[src/rtl/mexiko_rst_seq.sv]
// Reset sequencer: synchronised reset release, staged network-then-SoC bring-up,
// network reset-done supervision with timeout/retry, and software re-sequencing.
module mexiko_rst_seq #(
  parameter int unsigned HOLD_CYCLES = 16,
  parameter int unsigned NET_TIMEOUT = 4096,
  parameter int unsigned SOC_DELAY   = 8,
  parameter int unsigned MAX_RETRIES = 3
) (
  input  logic                             sys_clk_i,
  input  logic                             sys_rst_i,
  input  logic                             sw_rst_req_i,
  input  logic                             net_resetdone_i,
  output logic                             net_rst_o,
  output logic                             soc_rst_o,
  output logic                             resetdone_o,
  output logic                             net_fail_o,
  output logic [$clog2(MAX_RETRIES+1)-1:0] retry_cnt_o,
  output logic [2:0]                       state_o
);

  localparam int unsigned RetryW = $clog2(MAX_RETRIES + 1);
  localparam int unsigned MaxA   = (HOLD_CYCLES > NET_TIMEOUT) ? HOLD_CYCLES : NET_TIMEOUT;
  localparam int unsigned MaxCnt = (MaxA > SOC_DELAY) ? MaxA : SOC_DELAY;
  localparam int unsigned CntW   = $clog2(MaxCnt + 1);

  localparam logic [CntW-1:0]   HoldLast    = CntW'(HOLD_CYCLES - 1);
  localparam logic [CntW-1:0]   TimeoutLast = CntW'(NET_TIMEOUT - 1);
  localparam logic [CntW-1:0]   SocLast     = CntW'(SOC_DELAY - 1);
  localparam logic [RetryW-1:0] RetryLast   = RetryW'(MAX_RETRIES - 1);

  typedef enum logic [2:0] {
    StHold     = 3'd0,
    StNetWait  = 3'd1,
    StNetRetry = 3'd2,
    StSocWait  = 3'd3,
    StRun      = 3'd4,
    StFail     = 3'd5,
    StFailRun  = 3'd6
  } state_e;

  state_e            state_q, state_d;
  logic [CntW-1:0]   cnt_q, cnt_d;
  logic [RetryW-1:0] retry_cnt_q, retry_cnt_d;
  logic              net_fail_q, net_fail_d;
  logic              soc_up_q, soc_up_d;
  logic              net_rst_q, net_rst_d;
  logic              soc_rst_q, soc_rst_d;
  logic              resetdone_q, resetdone_d;
  logic              rst_meta_q, rst_sync_q;
  logic              done_meta_q, done_sync_q;

  always_ff @(posedge sys_clk_i or posedge sys_rst_i) begin
    if (sys_rst_i) begin
      rst_meta_q <= 1'b1;
      rst_sync_q <= 1'b1;
    end else begin
      rst_meta_q <= 1'b0;
      rst_sync_q <= rst_meta_q;
    end
  end

  // Done is meaningless while the network is held in reset; clearing on the next-state value
  // lets an already-high done be seen two edges after the network reset is released.
  always_ff @(posedge sys_clk_i or posedge sys_rst_i) begin
    if (sys_rst_i) begin
      done_meta_q <= 1'b0;
      done_sync_q <= 1'b0;
    end else if (net_rst_d) begin
      done_meta_q <= 1'b0;
      done_sync_q <= 1'b0;
    end else begin
      done_meta_q <= net_resetdone_i;
      done_sync_q <= done_meta_q;
    end
  end

  always_comb begin
    state_d     = state_q;
    cnt_d       = cnt_q;
    retry_cnt_d = retry_cnt_q;
    net_fail_d  = net_fail_q;
    soc_up_d    = soc_up_q;

    unique case (state_q)
      StHold, StNetRetry: begin
        if (cnt_q == HoldLast) begin
          state_d = StNetWait;
          cnt_d   = '0;
        end else begin
          cnt_d = cnt_q + 1'b1;
        end
      end
      StNetWait: begin
        if (done_sync_q) begin
          state_d     = soc_up_q ? StRun : StSocWait;
          retry_cnt_d = '0;
          cnt_d       = '0;
        end else if (cnt_q == TimeoutLast) begin
          cnt_d       = '0;
          retry_cnt_d = retry_cnt_q + 1'b1;
          if (retry_cnt_q < RetryLast) begin
            state_d = StNetRetry;
          end else begin
            state_d    = StFail;
            net_fail_d = 1'b1;
          end
        end else begin
          cnt_d = cnt_q + 1'b1;
        end
      end
      StSocWait: begin
        if (cnt_q == SocLast) begin
          soc_up_d = 1'b1;
          cnt_d    = '0;
          state_d  = net_fail_q ? StFailRun : StRun;
        end else begin
          cnt_d = cnt_q + 1'b1;
        end
      end
      StRun: begin
        if (!done_sync_q) begin
          state_d     = StNetRetry;
          retry_cnt_d = '0;
          cnt_d       = '0;
        end
      end
      // The failure edge counts as the first cycle of the SoC release delay.
      StFail: begin
        if (soc_up_q) begin
          state_d = StFailRun;
        end else if (cnt_q == SocLast) begin
          soc_up_d = 1'b1;
          cnt_d    = '0;
          state_d  = StFailRun;
        end else begin
          cnt_d   = cnt_q + 1'b1;
          state_d = StSocWait;
        end
      end
      StFailRun: ;
      default: state_d = StHold;
    endcase

    if (rst_sync_q || sw_rst_req_i) begin
      state_d     = StHold;
      cnt_d       = '0;
      retry_cnt_d = '0;
      net_fail_d  = 1'b0;
      soc_up_d    = 1'b0;
    end

    net_rst_d   = (state_d inside {StHold, StNetRetry, StFail, StFailRun}) || net_fail_d;
    soc_rst_d   = ~soc_up_d;
    resetdone_d = (state_d == StRun);
  end

  always_ff @(posedge sys_clk_i or posedge sys_rst_i) begin
    if (sys_rst_i) begin
      state_q     <= StHold;
      cnt_q       <= '0;
      retry_cnt_q <= '0;
      net_fail_q  <= 1'b0;
      soc_up_q    <= 1'b0;
      net_rst_q   <= 1'b1;
      soc_rst_q   <= 1'b1;
      resetdone_q <= 1'b0;
    end else begin
      state_q     <= state_d;
      cnt_q       <= cnt_d;
      retry_cnt_q <= retry_cnt_d;
      net_fail_q  <= net_fail_d;
      soc_up_q    <= soc_up_d;
      net_rst_q   <= net_rst_d;
      soc_rst_q   <= soc_rst_d;
      resetdone_q <= resetdone_d;
    end
  end

  assign net_rst_o   = net_rst_q;
  assign soc_rst_o   = soc_rst_q;
  assign resetdone_o = resetdone_q;
  assign net_fail_o  = net_fail_q;
  assign retry_cnt_o = retry_cnt_q;
  assign state_o     = state_q;

endmodule

[config.mk]
export PLATFORM = sky130hd
export DESIGN_NAME = mexiko_rst_seq
export DESIGN_NICKNAME = d
export VERILOG_FILES = /design/src/rtl/mexiko_rst_seq.sv
export SDC_FILE = /design/constraint.sdc
export NUM_CORES = 1
export LEC_CHECK = 0
export BUFFER_PORTS_ARGS = -buffer_cell sky130_fd_sc_hd__buf_2
export CORE_AREA = 8 8 77 79
export CTS_CLUSTER_DIAMETER = 150
export DETAILED_ROUTE_END_ITERATION = 7
export DIE_AREA = 0 0 85 87
export SLEW_MARGIN = 20
export SYNTH_ARGS = -nofsm -noshare
export SYNTH_HDL_FRONTEND = slang
export SYNTH_SLANG_ARGS = --single-unit
[constraint.sdc]
create_clock -name sys_clk_i -period 2.2 [get_ports sys_clk_i]
set_input_delay 0.22 -clock sys_clk_i [delete_from_list [all_inputs] [get_ports sys_clk_i]]
set_output_delay 0.22 -clock sys_clk_i [all_outputs]
set_load 0.05 [all_outputs]
After elaboration in Yosys (flattened, before gate mapping)
Cells that the tools add are included. W data, S select, Z words.

Flip-flop bits (word level): 27. Latch bits: 0. Bits in writable memories: 0. Memory bits (read-only): 0. Output and inout port bits: 9. Memories kept: 0.

Add/sub/neg operators: 2. $mul: 0. Divide/modulo/power cells: 0. $lt $le $gt $ge: 1. Equal/unequal tests: 16. Shift operators: 0. Multiplexer cells: 37. Bitwise gates (word level): 1. Reductions and logical operators: 10.

Operators with widths (count): $mux W13 (7); $pmux W13 S5 (1); $mux W3 (10); $eq A3 B3 Y1 const B (6); $pmux W3 S6 (1); $add A13 B1 Y13 const B (1); $eq A13 B12 Y1 const B (1); $eq A13 B3 Y1 const B (1); $eq A13 B4 Y1 const B (1); $mux W1 (11); $mux W2 (5); $eq A3 B2 Y1 const B (3); $logic_not A3 Y1 (2); $ne A3 B3 Y1 const B (2); $reduce_and A3 Y1 (2); $reduce_bool A6 Y1 (1); $ne A4 B4 Y1 const B (1); $pmux W2 S2 (1); $reduce_bool A4 Y1 (1); $eq A3 B1 Y1 const B (1); $reduce_bool A3 Y1 (1); $add A2 B1 Y2 const B (1); $logic_or A1 B1 Y1 (2); $lt A2 B2 Y1 const B (1); other kinds (3) (3).

Longest topological paths before layout
Word-level depth: 10. Depth in mapped cells: 8.

Worst setup path after synthesis
OpenSTA, ideal clock, no wires.

Path type: register -> register. From: register state_q[0] (netlist: state_o[0]). To: register cnt_q[8]. Setup time: 64 ps. Arrival time: 2071 ps. Data required time: 2136 ps. Slack: 65 ps. Cell stages (with the launch flop): 9. Clock period less this slack: 2135 ps. Cell sequence: dfrtp_1 -> buf_6 -> mux2i_1 -> a21oi_1 -> and2_2 -> buf_6 -> or4_1 -> nand2_1 -> a22o_2.

Cells in the longest elaborated chain, start to end: 4.

Ends and longest elaborated chain: start, declared (line 41) `state_e state_q, state_d;`; start signal, assigned (line 159) `state_q <= StHold;`; start signal, assigned (line 168) `state_q <= state_d;`; $eq A3 B2 Y1 / $logic_not A3 Y1 (equally long branches) (line 84) `unique case (state_q)`; $reduce_or A2 Y1 (line 84); $pmux W13 S5 / $reduce_bool A6 Y1 (equally long branches); $mux W13 / $reduce_and A3 Y1 (equally long branches); end signal, assigned (line 169) `cnt_q <= cnt_d;`; end, declared (line 42) `logic [CntW-1:0] cnt_q, cnt_d;`.

Several ways; a longest one is shown, not always the timed one. A chain may end at the register's enable or synchronous reset.

Final worst setup path
From: register cnt_q[9]. To: register cnt_q[11].

Cells in the longest elaborated chain, start to end: 5.

Ends and longest elaborated chain: $add A13 B1 Y13, or another cell as far along; $mux W13 (on tied branches) (line 112, 131, 98); $mux W13 (on tied branches) (line 129, 94); $pmux W13 S5 (*) (line 84); $mux W13 (*) (line 144) `if (rst_sync_q || sw_rst_req_i) begin`.

Every way passes the cells marked *; elsewhere a longest branch is shown, timed or not. The select of a mux whose other input is x is not followed.

==> impl.org <==
** Timing
- Between clock sinks in the finished design, the worst skew comes to 0.002786 ns.
- In the final timing run, aggregate negative setup slack is 0 ns.
- Setup slack on the critical path of the routed design comes to 0.09025 ns.
- Setup violation total in the final timing report :: 0
- Minimum clock period after layout :: 2.110 ns
- Count of final max-slew check failures :: 0
- The number of hold violations in the final report is 23.
- Across all hold checks on the routed design, the worst slack comes to -0.01180 ns.
- Of the available clock period, the critical path in the final layout requires 95.90%.
- Fmax :: 0.4740 GHz
- Setup repair after global routing could not meet its margin everywhere.

** Synthesis
- Mean area per synthesized cell :: 9.124 um^2
- The most used flip-flop cell after synthesis is sky130_fd_sc_hd__dfrtp_1.
- The largest total area in the synthesized netlist belongs to sky130_fd_sc_hd__dfrtp_1.
- Synthesis produced 185 cells.
- Yosys printed 0 warnings.
- The number of nets in the synthesized netlist is 190.
- Netlist area before placement :: 1688 um^2
- EDFF count, synth :: 0
- Count leader, synth :: sky130_fd_sc_hd__dfrtp_1
- Summing the areas of all fa, ha and maj instances in the mapped netlist gives 0.7413% of the synthesized area.
- Measured against the total synthesized area, the mux share comes to 1.260%.
- Largest cells by area after synthesis :: sky130_fd_sc_hd__dfrtp_1 34%, sky130_fd_sc_hd__dfstp_2 6.2%, sky130_fd_sc_hd__o21ai_0 5.3%
- Synthesized-area fraction occupied by ao, oa, aoi and oai cells :: 19.05%
- Yosys mapped the design onto 57 distinct sky130hd cell types.
- Of the synthesized area, sequential elements account for 40.33%.
- Total of flip-flops plus latches after synthesis :: 27
- In the synthesized netlist the async set-or-reset flop fraction comes to 100.0%.
- By area, the combinational part of the netlist is dominated by simple AND/OR/NAND/NOR gates.
- Most frequent cells after synthesis :: 23 x sky130_fd_sc_hd__dfrtp_1, 19 x sky130_fd_sc_hd__nand2_1, 18 x sky130_fd_sc_hd__o21ai_0
- The synthesized design devotes to its leading area cell type 34.10% of total area.
- XOR/XNOR Fraction of Synth Area :: 1.557%
- After Yosys synthesis, and, or, nand and nor cells account for 30.54% of the synthesized area.

** Setup path
- Critical setup path kind :: register to register
- Among all stages on the critical path, the largest delay is contributed by sky130_fd_sc_hd__or4_4.
- In this run the critical register-to-register path is captured at cnt_q[11]$_DFFE_PP0P_.
- Data required time of the critical path :: 2.38 ns
- For flop-to-flop paths, the worst setup slack is 0.09 ns.
- Walking the worst path, the cells encountered are nand4_4 > or4_4 > a32o_2 > o21ai_4 > buf_6 > nor3_1 > a21o_1.
- Arrival time at the worst endpoint :: 2.29 ns
- Of all nets on the critical path, the largest fanout is 5.
- The startpoint identified for the worst register-to-register timing path is cnt_q[9]$_DFFE_PP0P_.
- Crit path capture type :: register
- The number of cells on the worst reg-to-reg path is 7.
- Slowest Stage Delay on Critical Path :: 0.58 ns
- Startpoint type of the worst setup path :: register

** Route
- The count of nets left with antenna violations once routing finished came out at 0.
- The routed layout has 1,476 vias.
- The highest metal layer carrying signal wires in the routed design is met4.
- Detailed Route Iter0 Violations :: 68
- The detailed router put a total of 1876 um of wire on met1.
- In the final routed layout, each cell accounts on average for 14.28 um.
- Met2 WL :: 1777 um
- Pre-antenna DRT Iters :: 4
- Number of vias per cell after detailed routing :: 5.507
- Summed over all layers, the routed wires come to 3826 um.
- In the routed design, unresolved DRC markers number 0.
- Wire segments on met3 add up to 132 um in the final route.

** Run status
- Outcome :: finished with violations
- The checks that failed: hold timing.

** Floorplanning
- 13 I/O pins were placed.
- Full die area :: 7395 um^2
- Number of cell rows :: 26
- Once the floorplan was initialized, standard cells occupied 34.82% of the core.
- Die Span Y :: 87 um
- The core region is 4847 um^2.
- Chip width :: 85 um

** Placement
- Number of port buffers :: 12
- Placement-stage worst setup slack :: 0.03747 ns
- Routability cong. :: 0.8547
- Placed wire-length estimate :: 2749 um

** Finish
- The post-route netlist has 31.13% of its cells at a drive strength greater than 1.
- Across the whole layout, storage elements account for 686.9 um^2.
- After filler insertion, the fill cell instance count of the layout stands at 487.
- In the final design database the tool counted 218 nets.
- Multi-input logic area :: 942.2 um^2
- Area overhead of the layout relative to synthesis :: 17.49%
- N_diodes :: 0

** CTS
- Counting every sink on the clock net gives 27.
- The later pin in the worst-skew pair is clocked with a latency of 0.27 ns.
- Counting along the longest clock path gives a buffer depth of 2.
- Clock tree synthesis inserted a total of 3 buffers.
- Post-CTS clock slew at the launch and capture registers of the worst setup and hold paths :: 0.09 ns
- CTS tree :: yes
- CTS H-tree lvls :: 1
- Buffers inserted to repair hold after CTS numbered 0.
- Cell at the root of the clock tree :: sky130_fd_sc_hd__clkbuf_8

** Power
- Share of total power consumed by net switching :: 22.44%
- Total power density per cell area :: 419.6 nW/um^2
- Sequential cells account for 60.5% of the total power.
- Net switching power :: 0.1867 mW
- Internal power comes to 0.6454 mW.
- For this design the static power due to leakage is 0.8857 nW.
- The share of total power dissipated in combinational logic is 5.4%.
- VDD sags by at most 0.0002086 V.
- Portion of total power attributed to the clock network :: 34.1%

** GRT
- After global routing the overflow that remains totals 0.
- The initial antenna violation count was 0.
- The number of global-route vias before repair was 1,429.
- The first global-routing pass estimated 6686 um of wire.
- Global-route usage over all layers :: 10.84%
- Maximum number of pins on one net before global-route repair :: 28

** Flow run
- Reported max-cap violation count :: 0

** Worst hold path
- Classification of the worst-slack hold path :: primary input to asynchronous set/reset pin
## area by class of cell
cell class / count / share of cell area [%]
Clock buffer: 3 / 2.082
Clock inverter: 1 / 0.2524
Inverter: 9 / 1.703
Multi-Input combinational cell: 141 / 47.51
Sequential cell: 27 / 34.64
Tap cell: 56 / 3.533
Timing Repair Buffer: 31 / 10.28
## per-stage QoR
stage	hold WS (ns)	area [um^2]	util, %	total power [mW]	std cells
after global placement	0.2980	1873	38.64	0.5566	262
final	-0.01180	1983	40.91	0.8321	268
after floorplan	0.2698	1688	-	0.5377	185
after detailed placement	0.3007	1873	38.64	0.5562	262
after CTS	0.0001794	1919	39.60	0.8436	266
after global routing	0.02720	1983	40.91	0.8692	268
## how the worst max path moves through the flow
| stage | endpoint | from | cells past startpoint |
|---|---|---|---|
| 2_1_floorplan | cnt_q[8]$_DFFE_PP0P_ | state_o[0]$_DFF_PP0_ | 8 |
| 3_3_place_gp | cnt_q[11]$_DFFE_PP0P_ | cnt_q[0]$_DFFE_PP0P_ | 8 |
| 3_5_place_dp | cnt_q[11]$_DFFE_PP0P_ | cnt_q[0]$_DFFE_PP0P_ | 8 |
| 4_1_cts | cnt_q[11]$_DFFE_PP0P_ | cnt_q[0]$_DFFE_PP0P_ | 8 |
| 5_1_grt | done_sync_q$_DFF_PP0_ | cnt_q[0]$_DFFE_PP0P_ | 8 |
| 6_report | cnt_q[11]$_DFFE_PP0P_ | cnt_q[9]$_DFFE_PP0P_ | 7 |
## per-layer routing
layer / vias to the layer above / global-route usage, %
met4: 0 / 2.913
met3: 5 / 2.170
met2: 21 / 18.25
met5: - / 0
li1: 738 / -
met1: 712 / 13.68
## worst max-delay path: cells and delay by family, from the launching register on
kind                   cells  cell delay, ns
AO/OA/AOI/OAI              3            0.66
buffers and inverters      1            0.15
flip-flops                 1            0.46
AND/OR/NAND/NOR            3            0.75
## power groups by stage
| stage | combinational, mW | sequential [mW] | clock [mW] |
|---|---|---|---|
| 2_1_floorplan | 0.0245 | 0.513 | 0 |
| 3_3_place_gp | 0.0437 | 0.513 | 0 |
| 3_5_place_dp | 0.0432 | 0.513 | 0 |
| 4_1_cts | 0.0436 | 0.504 | 0.296 |
| 5_1_grt | 0.0514 | 0.504 | 0.314 |
| 6_report | 0.0453 | 0.503 | 0.283 |
## logic make-up after synthesis
family / Yosys count
xor+xnor: 3
other cells: 1
buf+inv: 17
fa+ha+maj: 1
flops: 27
mux: 2
simple gates: 88
compound gates: 46
## layout by cell type (no fill, tap or decap), types with 4 or more instances in the layout
cell                       n
sky130_fd_sc_hd__inv_1     9
sky130_fd_sc_hd__buf_2    13
sky130_fd_sc_hd__nor2_1    9
sky130_fd_sc_hd__nor3_1    6
sky130_fd_sc_hd__nand3_1  13
sky130_fd_sc_hd__o21ai_0  17
sky130_fd_sc_hd__dfrtp_1  18
sky130_fd_sc_hd__nor3b_1   4
sky130_fd_sc_hd__nand2_1  19
sky130_fd_sc_hd__a21o_1    5
sky130_fd_sc_hd__dfstp_2   4
sky130_fd_sc_hd__buf_4    17
sky130_fd_sc_hd__dfrtp_2   5
## flip-flops by register name, summed over array words and instances, names as in the netlist
signal,flops
resetdone_o,1
rst_meta_q,1
net_rst_o,1
cnt_q,13
rst_sync_q,1
retry_cnt_o,2
soc_up_q,1
net_fail_o,1
soc_rst_o,1
done_meta_q,1
done_sync_q,1
state_o,3
## timing repair
item                                    in CTS  in global routing
endpoints found under the setup margin       0                 13
setup buffers                                0                  1
resized for setup                            0                 15
(Power assumes the default switching activity.)
